<file path="src/rtl/control_pkg.sv">
// Shared definitions for the hardwired control sequencer: opcodes, state encoding
// and instruction classes.
package control_pkg;

    // Opcode map (5-bit encodings; narrower/wider OPC_W is cast at the use site)
    localparam logic [4:0] OP_RLO  = 5'b00011;
    localparam logic [4:0] OP_RHI  = 5'b01110;
    localparam logic [4:0] OP_MUL  = 5'b01111;
    localparam logic [4:0] OP_DIV  = 5'b10000;
    localparam logic [4:0] OP_IN   = 5'b10110;
    localparam logic [4:0] OP_OUT  = 5'b10111;
    localparam logic [4:0] OP_MFHI = 5'b11000;
    localparam logic [4:0] OP_MFLO = 5'b11001;
    localparam logic [4:0] OP_NOP  = 5'b11010;
    localparam logic [4:0] OP_HALT = 5'b11011;

    // Sequencer state encoding
    localparam logic [3:0] StRst  = 4'd0;
    localparam logic [3:0] StT0   = 4'd1;
    localparam logic [3:0] StT1   = 4'd2;
    localparam logic [3:0] StT2   = 4'd3;
    localparam logic [3:0] StEx1  = 4'd4;
    localparam logic [3:0] StEx2  = 4'd5;
    localparam logic [3:0] StEx3  = 4'd6;
    localparam logic [3:0] StEx4  = 4'd7;
    localparam logic [3:0] StHalt = 4'd8;

    // Execute-sequence class selected by the opcode
    typedef enum logic [2:0] {
        CLS_R,
        CLS_MD,
        CLS_MF,
        CLS_IO,
        CLS_NOP,
        CLS_HALT,
        CLS_ILL
    } instr_cls_e;

endpackage

</file>
<file path="src/rtl/control_decode.sv">
// Combinational opcode decoder: maps an opcode onto its execute class and flags
// MFHI (as opposed to MFLO) for the move-from class.
module control_decode
    import control_pkg::*;
#(
    parameter int unsigned OPC_W = 5
) (
    input  logic [OPC_W-1:0] op_i,
    output instr_cls_e       cls_o,
    output logic             sel_hi_o
);

    // Class lookup; anything not listed is undefined
    always_comb begin
        cls_o    = CLS_ILL;
        sel_hi_o = 1'b0;
        if (op_i >= OPC_W'(OP_RLO) && op_i <= OPC_W'(OP_RHI)) begin
            cls_o = CLS_R;
        end else if (op_i == OPC_W'(OP_MUL) || op_i == OPC_W'(OP_DIV)) begin
            cls_o = CLS_MD;
        end else if (op_i == OPC_W'(OP_MFHI) || op_i == OPC_W'(OP_MFLO)) begin
            cls_o    = CLS_MF;
            sel_hi_o = (op_i == OPC_W'(OP_MFHI));
        end else if (op_i == OPC_W'(OP_IN) || op_i == OPC_W'(OP_OUT)) begin
            cls_o = CLS_IO;
        end else if (op_i == OPC_W'(OP_NOP)) begin
            cls_o = CLS_NOP;
        end else if (op_i == OPC_W'(OP_HALT)) begin
            cls_o = CLS_HALT;
        end
    end

endmodule

</file>
<file path="src/rtl/control_sequencer.sv">
// Hardwired control unit for the 32-bit datapath: fetch T0..T2, then an
// opcode-dependent execute sequence. Moore machine; strobes decode from registers.
module control_sequencer
    import control_pkg::*;
#(
    parameter int unsigned OPC_W      = 5,
    parameter int unsigned MEM_WAIT   = 1,
    parameter int unsigned MD_TIMEOUT = 64,
    parameter int unsigned CNT_W      = 7
) (
    input  logic             clock,
    input  logic             clear,
    input  logic [31:0]      ir,
    input  logic             alu_done,
    output logic             PCout,
    output logic             IncPC,
    output logic             MARin,
    output logic             read,
    output logic             RAMenable,
    output logic             MDRin,
    output logic             MDRout,
    output logic             IRin,
    output logic             Gra,
    output logic             Grb,
    output logic             Grc,
    output logic             Rin,
    output logic             Rout,
    output logic             Yin,
    output logic             ZLOin,
    output logic             ZHIin,
    output logic             ZLOout,
    output logic             ZHIout,
    output logic             HIin,
    output logic             LOin,
    output logic             HIout,
    output logic             LOout,
    output logic [OPC_W-1:0] aluControl,
    output logic             OutPortenable,
    output logic             InPortout,
    output logic             md_start,
    output logic             run,
    output logic             illegal_op,
    output logic             fault
);

    localparam logic [CNT_W-1:0] MemLast = CNT_W'(MEM_WAIT - 1);
    localparam logic [CNT_W-1:0] MdLast  = CNT_W'(MD_TIMEOUT - 1);

    logic [3:0]       state_q, state_d;
    logic [CNT_W-1:0] cnt_q, cnt_d;
    logic [OPC_W-1:0] op_q, op_d;
    instr_cls_e       cls_q, cls_d;
    logic             sel_hi_q, sel_hi_d;
    logic             fault_q, fault_d;

    instr_cls_e       dec_cls;
    logic             dec_sel_hi;
    logic [OPC_W-1:0] ir_op;
    logic             unused_ir;

    assign ir_op     = ir[31 -: OPC_W];
    assign unused_ir = ^ir[31-OPC_W:0];

    control_decode #(
        .OPC_W(OPC_W)
    ) u_decode (
        .op_i    (ir_op),
        .cls_o   (dec_cls),
        .sel_hi_o(dec_sel_hi)
    );

    // Next-state, shared wait counter and held decode
    always_comb begin
        state_d  = state_q;
        cnt_d    = cnt_q;
        op_d     = op_q;
        cls_d    = cls_q;
        sel_hi_d = sel_hi_q;
        fault_d  = fault_q;
        case (state_q)
            StRst: begin
                state_d = StT0;
                cnt_d   = '0;
            end
            StT0: begin
                state_d = StT1;
                cnt_d   = '0;
            end
            StT1: begin
                if (cnt_q == MemLast) begin
                    state_d = StT2;
                    cnt_d   = '0;
                end else begin
                    cnt_d = cnt_q + 1'b1;
                end
            end
            StT2: begin
                // Decode is captured on EX1 entry and held for the whole sequence
                state_d  = StEx1;
                op_d     = ir_op;
                cls_d    = dec_cls;
                sel_hi_d = dec_sel_hi;
            end
            StEx1: begin
                cnt_d = '0;
                case (cls_q)
                    CLS_R, CLS_MD: state_d = StEx2;
                    CLS_HALT:      state_d = StHalt;
                    default:       state_d = StT0;
                endcase
            end
            StEx2: begin
                if (cls_q == CLS_MD) begin
                    // alu_done wins over a timeout landing in the same cycle
                    if (alu_done) begin
                        state_d = StEx3;
                        cnt_d   = '0;
                    end else if (cnt_q == MdLast) begin
                        state_d = StHalt;
                        fault_d = 1'b1;
                        cnt_d   = '0;
                    end else begin
                        cnt_d = cnt_q + 1'b1;
                    end
                end else begin
                    state_d = StEx3;
                end
            end
            StEx3:   state_d = (cls_q == CLS_MD) ? StEx4 : StT0;
            StEx4:   state_d = StT0;
            StHalt:  state_d = StHalt;
            default: state_d = StRst;
        endcase
    end

    // State registers with synchronous clear
    always_ff @(posedge clock) begin
        if (clear) begin
            state_q  <= StRst;
            cnt_q    <= '0;
            op_q     <= '0;
            cls_q    <= CLS_NOP;
            sel_hi_q <= 1'b0;
            fault_q  <= 1'b0;
        end else begin
            state_q  <= state_d;
            cnt_q    <= cnt_d;
            op_q     <= op_d;
            cls_q    <= cls_d;
            sel_hi_q <= sel_hi_d;
            fault_q  <= fault_d;
        end
    end

    // Moore output decode
    always_comb begin
        PCout         = 1'b0;
        IncPC         = 1'b0;
        MARin         = 1'b0;
        read          = 1'b0;
        RAMenable     = 1'b0;
        MDRin         = 1'b0;
        MDRout        = 1'b0;
        IRin          = 1'b0;
        Gra           = 1'b0;
        Grb           = 1'b0;
        Grc           = 1'b0;
        Rin           = 1'b0;
        Rout          = 1'b0;
        Yin           = 1'b0;
        ZLOin         = 1'b0;
        ZHIin         = 1'b0;
        ZLOout        = 1'b0;
        ZHIout        = 1'b0;
        HIin          = 1'b0;
        LOin          = 1'b0;
        HIout         = 1'b0;
        LOout         = 1'b0;
        aluControl    = '0;
        OutPortenable = 1'b0;
        InPortout     = 1'b0;
        md_start      = 1'b0;
        illegal_op    = 1'b0;
        run           = (state_q != StRst) && (state_q != StHalt);
        fault         = fault_q;
        case (state_q)
            StT0: begin
                PCout = 1'b1;
                MARin = 1'b1;
                IncPC = 1'b1;
            end
            StT1: begin
                read      = 1'b1;
                RAMenable = 1'b1;
                MDRin     = (cnt_q == MemLast);
            end
            StT2: begin
                MDRout = 1'b1;
                IRin   = 1'b1;
            end
            StEx1: begin
                case (cls_q)
                    CLS_R: begin
                        Grb  = 1'b1;
                        Rout = 1'b1;
                        Yin  = 1'b1;
                    end
                    CLS_MD: begin
                        Gra  = 1'b1;
                        Rout = 1'b1;
                        Yin  = 1'b1;
                    end
                    CLS_MF: begin
                        HIout = sel_hi_q;
                        LOout = !sel_hi_q;
                        Gra   = 1'b1;
                        Rin   = 1'b1;
                    end
                    CLS_IO: begin
                        Gra = 1'b1;
                        if (op_q == OPC_W'(OP_IN)) begin
                            InPortout = 1'b1;
                            Rin       = 1'b1;
                        end else begin
                            Rout          = 1'b1;
                            OutPortenable = 1'b1;
                        end
                    end
                    CLS_ILL: illegal_op = 1'b1;
                    default: ;
                endcase
            end
            StEx2: begin
                Rout       = 1'b1;
                aluControl = op_q;
                ZLOin      = 1'b1;
                if (cls_q == CLS_MD) begin
                    Grb      = 1'b1;
                    ZHIin    = 1'b1;
                    md_start = (cnt_q == '0);
                end else begin
                    Grc = 1'b1;
                end
            end
            StEx3: begin
                ZLOout = 1'b1;
                if (cls_q == CLS_MD) begin
                    LOin = 1'b1;
                end else begin
                    Gra = 1'b1;
                    Rin = 1'b1;
                end
            end
            StEx4: begin
                ZHIout = 1'b1;
                HIin   = 1'b1;
            end
            default: ;
        endcase
    end

endmodule

</file>
<file path="config.mk">
export PLATFORM = sky130hd
export DESIGN_NAME = control_sequencer
export DESIGN_NICKNAME = d
export VERILOG_FILES = /design/src/rtl/control_pkg.sv /design/src/rtl/control_decode.sv /design/src/rtl/control_sequencer.sv
export SDC_FILE = /design/constraint.sdc
export NUM_CORES = 1
export LEC_CHECK = 0
export BUFFER_PORTS_ARGS = -buffer_cell sky130_fd_sc_hd__buf_2
export CAP_MARGIN = 40
export CORE_MARGIN = 1.5
export CORE_UTILIZATION = 42
export CTS_CLUSTER_DIAMETER = 150
export DETAILED_ROUTE_END_ITERATION = 8
export MAX_ROUTING_LAYER = met4
export PLACE_DENSITY = 0.76
export SLEW_MARGIN = 10
export SYNTH_ARGS = -nofsm -noshare
export SYNTH_HDL_FRONTEND = slang
export SYNTH_SLANG_ARGS = --single-unit
</file>
<file path="constraint.sdc">
create_clock -name clock -period 2.21 [get_ports clock]
set_input_delay 0.442 -clock clock [delete_from_list [all_inputs] [get_ports clock]]
set_output_delay 0.442 -clock clock [all_outputs]
set_load 0.01 [all_outputs]
</file>
==> metrics <==
Routed WL=3940 um; area leader, netlist=dfxtp_1; io pins=68; # DRC=0; Hold Crit Class=in -> reg; Relative slew margins=60.3%; first-pass GRT wire length=6610 um; clock net sink count=21; RD Place Congestion=0.871; sequential fraction of the synthesis area=28.4%; Worst Path Required=1.77 ns; post-DP HPWL=2810 um; Worst-path clk slew=0.13 ns; Longest Clk Path Bufs=2; Crit Path Class=reg -> out; failing checks=negative setup slack; Leak=0.845 nW; Pwr Density=384 mW/mm^2; Critical-path top delay cell=or4b_4; Max H-tree Level=1; Final Cycle Share=102%; total grt overflow=0; most frequently used flop master after synthesis=dfxtp_1; core area=0.00336 sq mm; Worst setup EP type=primary output; row count=21; hold_ws=0.405 ns; peak supply drop=438 uV; unrepaired setup endpoints after global routing=true; final hold vios=0; initial antenna violation count=0; wire per inst=13.5 um; synthesized net count=232; Area Growth Syn to Fin=27.8%; Final nets=283; final-layout fill cell count=350; DRT Pass-1 Iters=5; critical path launch point type=flop; max-cap violation count=0; post-synthesis cell type count=50; final slew viol count=0; Clock Latency Late Sink=0.32 ns; Starting Density=44.0%; Final setup viols=6; CTS Buf Count=3; PnR worst setup slack=-0.0449 ns; final instance area=0.00189 sq mm; Min Clock Period, post-route=2.25 ns; Antenna diodes=0; Syn Std Cell Area=0.00148 sq mm; root buffer cell=clkbuf_4; Cell Area, Placed=0.00175 sq mm; clock skew=0.0163 ns; DRT iter0 DRCs=111; status=finished, violations left; synth top area cells=dfxtp_1, nand2_1, a21oi_1; area of the die=0.00389 sq mm; number of synthesized flops with an enable pin=0; Critical Path Fanout Max=4; Vias=1,626; CTS tree=yes; max frequency=0.443 GHz; vias in the first global route=1,415; Die W=62.4 um; Chip Height=62.4 um; largest net degree at the start of global routing=17; Avg Synthesized Cell Area=7.60 sq um; CTS Hold Buffers Added=0; Mapped Cells=195; ratio of cells with drive above 1 in the final layout=36.3%; ys async rst share=0%; worst-path cell chain=or4b_4 -> nor2_4 -> and4_4 -> or3_1 -> buf_2; crit path DAT=1.81 ns; Seq cells post-synth=21; Synth top area share=28.4%; Slew @ Worst Pin=0.591 ns; port buffer count=40; Ys Warns=0; vias per inst=5.59; GRT Overall Usage=21.3%; max incr delay on CP=0.57 ns; Post-DRT Antenna Nets=0
layer usage:
| metal | share of wire [%] | vias up | GRT usage (%) |
|---|---|---|---|
| met3 | 6.3 | 2 | 3.60 |
| met4 | 0.89 | 0 | 6.11 |
| met1 | 44 | 752 | 29.4 |
| li1 | - | 808 | - |
| met2 | 49 | 64 | 32.3 |
| met5 | 0 | - | - |
cells by family (layout without fill, tap and decap cells):
| family | count (synthesis) | in the layout | share of synthesized area, % |
|---|---|---|---|
| and+or+nand+nor | 94 | 94 | 33.9 |
| muxes | 1 | 1 | 0.760 |
| DFF | 21 | 21 | 28.4 |
| AOI/OAI and AO/OA | 50 | 50 | 24.7 |
| adders and majority gates | 2 | 2 | 1.69 |
| buffers and inverters | 27 | 77 | 10.6 |
stage by stage:
step	power, mW	cells	util, %	worst slack, ns	TNS, ns
2_1_floorplan	0.492	195	-	-0.0304	-0.0417
3_3_place_gp	0.530	279	52.0	0.0898	0
3_5_place_dp	0.533	279	52.0	0.0700	0
4_1_cts	0.730	286	54.6	-0.0440	-0.154
5_1_grt	0.765	291	56.3	-0.134	-0.716
6_report	0.726	291	56.3	-0.0449	-0.0965
timing repair:
| item | 4_1_cts | 5_1_grt |
|---|---|---|
| resized for setup | 10 | 5 |
| setup buffers | 3 | 5 |
| endpoints found under the setup margin | 11 | 12 |
| pin swaps | 3 | 4 |
synth_stat cells, types with 2 or more instances:
master,number
nand2b_1,5
nor3b_1,2
nand3_1,9
buf_4,6
or4_1,2
and2_1,5
nor2b_1,7
o21ai_0,6
buf_6,2
and3_1,3
o21a_1,4
clkbuf_1,6
a31oi_1,4
inv_1,8
a221o_1,2
nor3_1,8
a21oi_1,12
ha_1,2
clkbuf_2,2
dfxtp_1,21
o2111ai_1,4
o211ai_1,8
nor4_1,3
nor2_1,14
nand2_1,25
worst paths after layout:
path,start,endpoint,slack [ns],cells past startpoint
worst max-delay path,state_q[0]$_SDFFE_PP0P_,Rout,-0.04,5
worst max register to register,state_q[0]$_SDFFE_PP0P_,cnt_q[6]$_SDFFE_PP0P_,0.25,6
worst min-delay path,ir[27],op_q[0]$_SDFFE_PP0P_,0.40,3
worst min register to register,sel_hi_q$_SDFFE_PP0P_,sel_hi_q$_SDFFE_PP0P_,0.48,2
cell usage in the layout, fill, tap and decap left out, types with 6 or more instances in the layout:
cell type  count
inv_1          6
nor2b_1        7
nor2_1        13
nor3_1         7
a21oi_1       12
o211ai_1       8
dfxtp_1       19
buf_2         40
nand2_1       24
nand3_1        9
buf_4         23
o21ai_0        6
critical path, delay by kind of cell (launching register included):
| family | cells | cell delay, ns |
|---|---|---|
| AND/OR/NAND/NOR | 4 | 1.04 |
| flip-flops | 1 | 0.34 |
| buffers and inverters | 1 | 0.12 |
report_power, final:
part | total [mW] | internal (mW) | switching, mW
clock network | 0.191 | 0.0706 | 0.120
logic | 0.143 | 0.0609 | 0.0818
registers | 0.393 | 0.388 | 0.00535
state kept, by name, summed over array words and instances (netlist names):
| name | count |
|---|---|
| sel_hi_q | 1 |
| state_q | 4 |
| op_q | 5 |
| cnt_q | 7 |
| fault | 1 |
| cls_q | 3 |
area by class of cell:
class | instances | area (sq um) | area share, %
Clock buffer | 4 | 26.3 | 1.39
Tap cell | 46 | 57.6 | 3.04
Sequential cell | 21 | 423 | 22.3
Timing Repair Buffer | 64 | 384 | 20.3
Multi-Input combinational cell | 147 | 968 | 51.2
Inverter | 9 | 33.8 | 1.78
(Power assumes the default switching activity.)
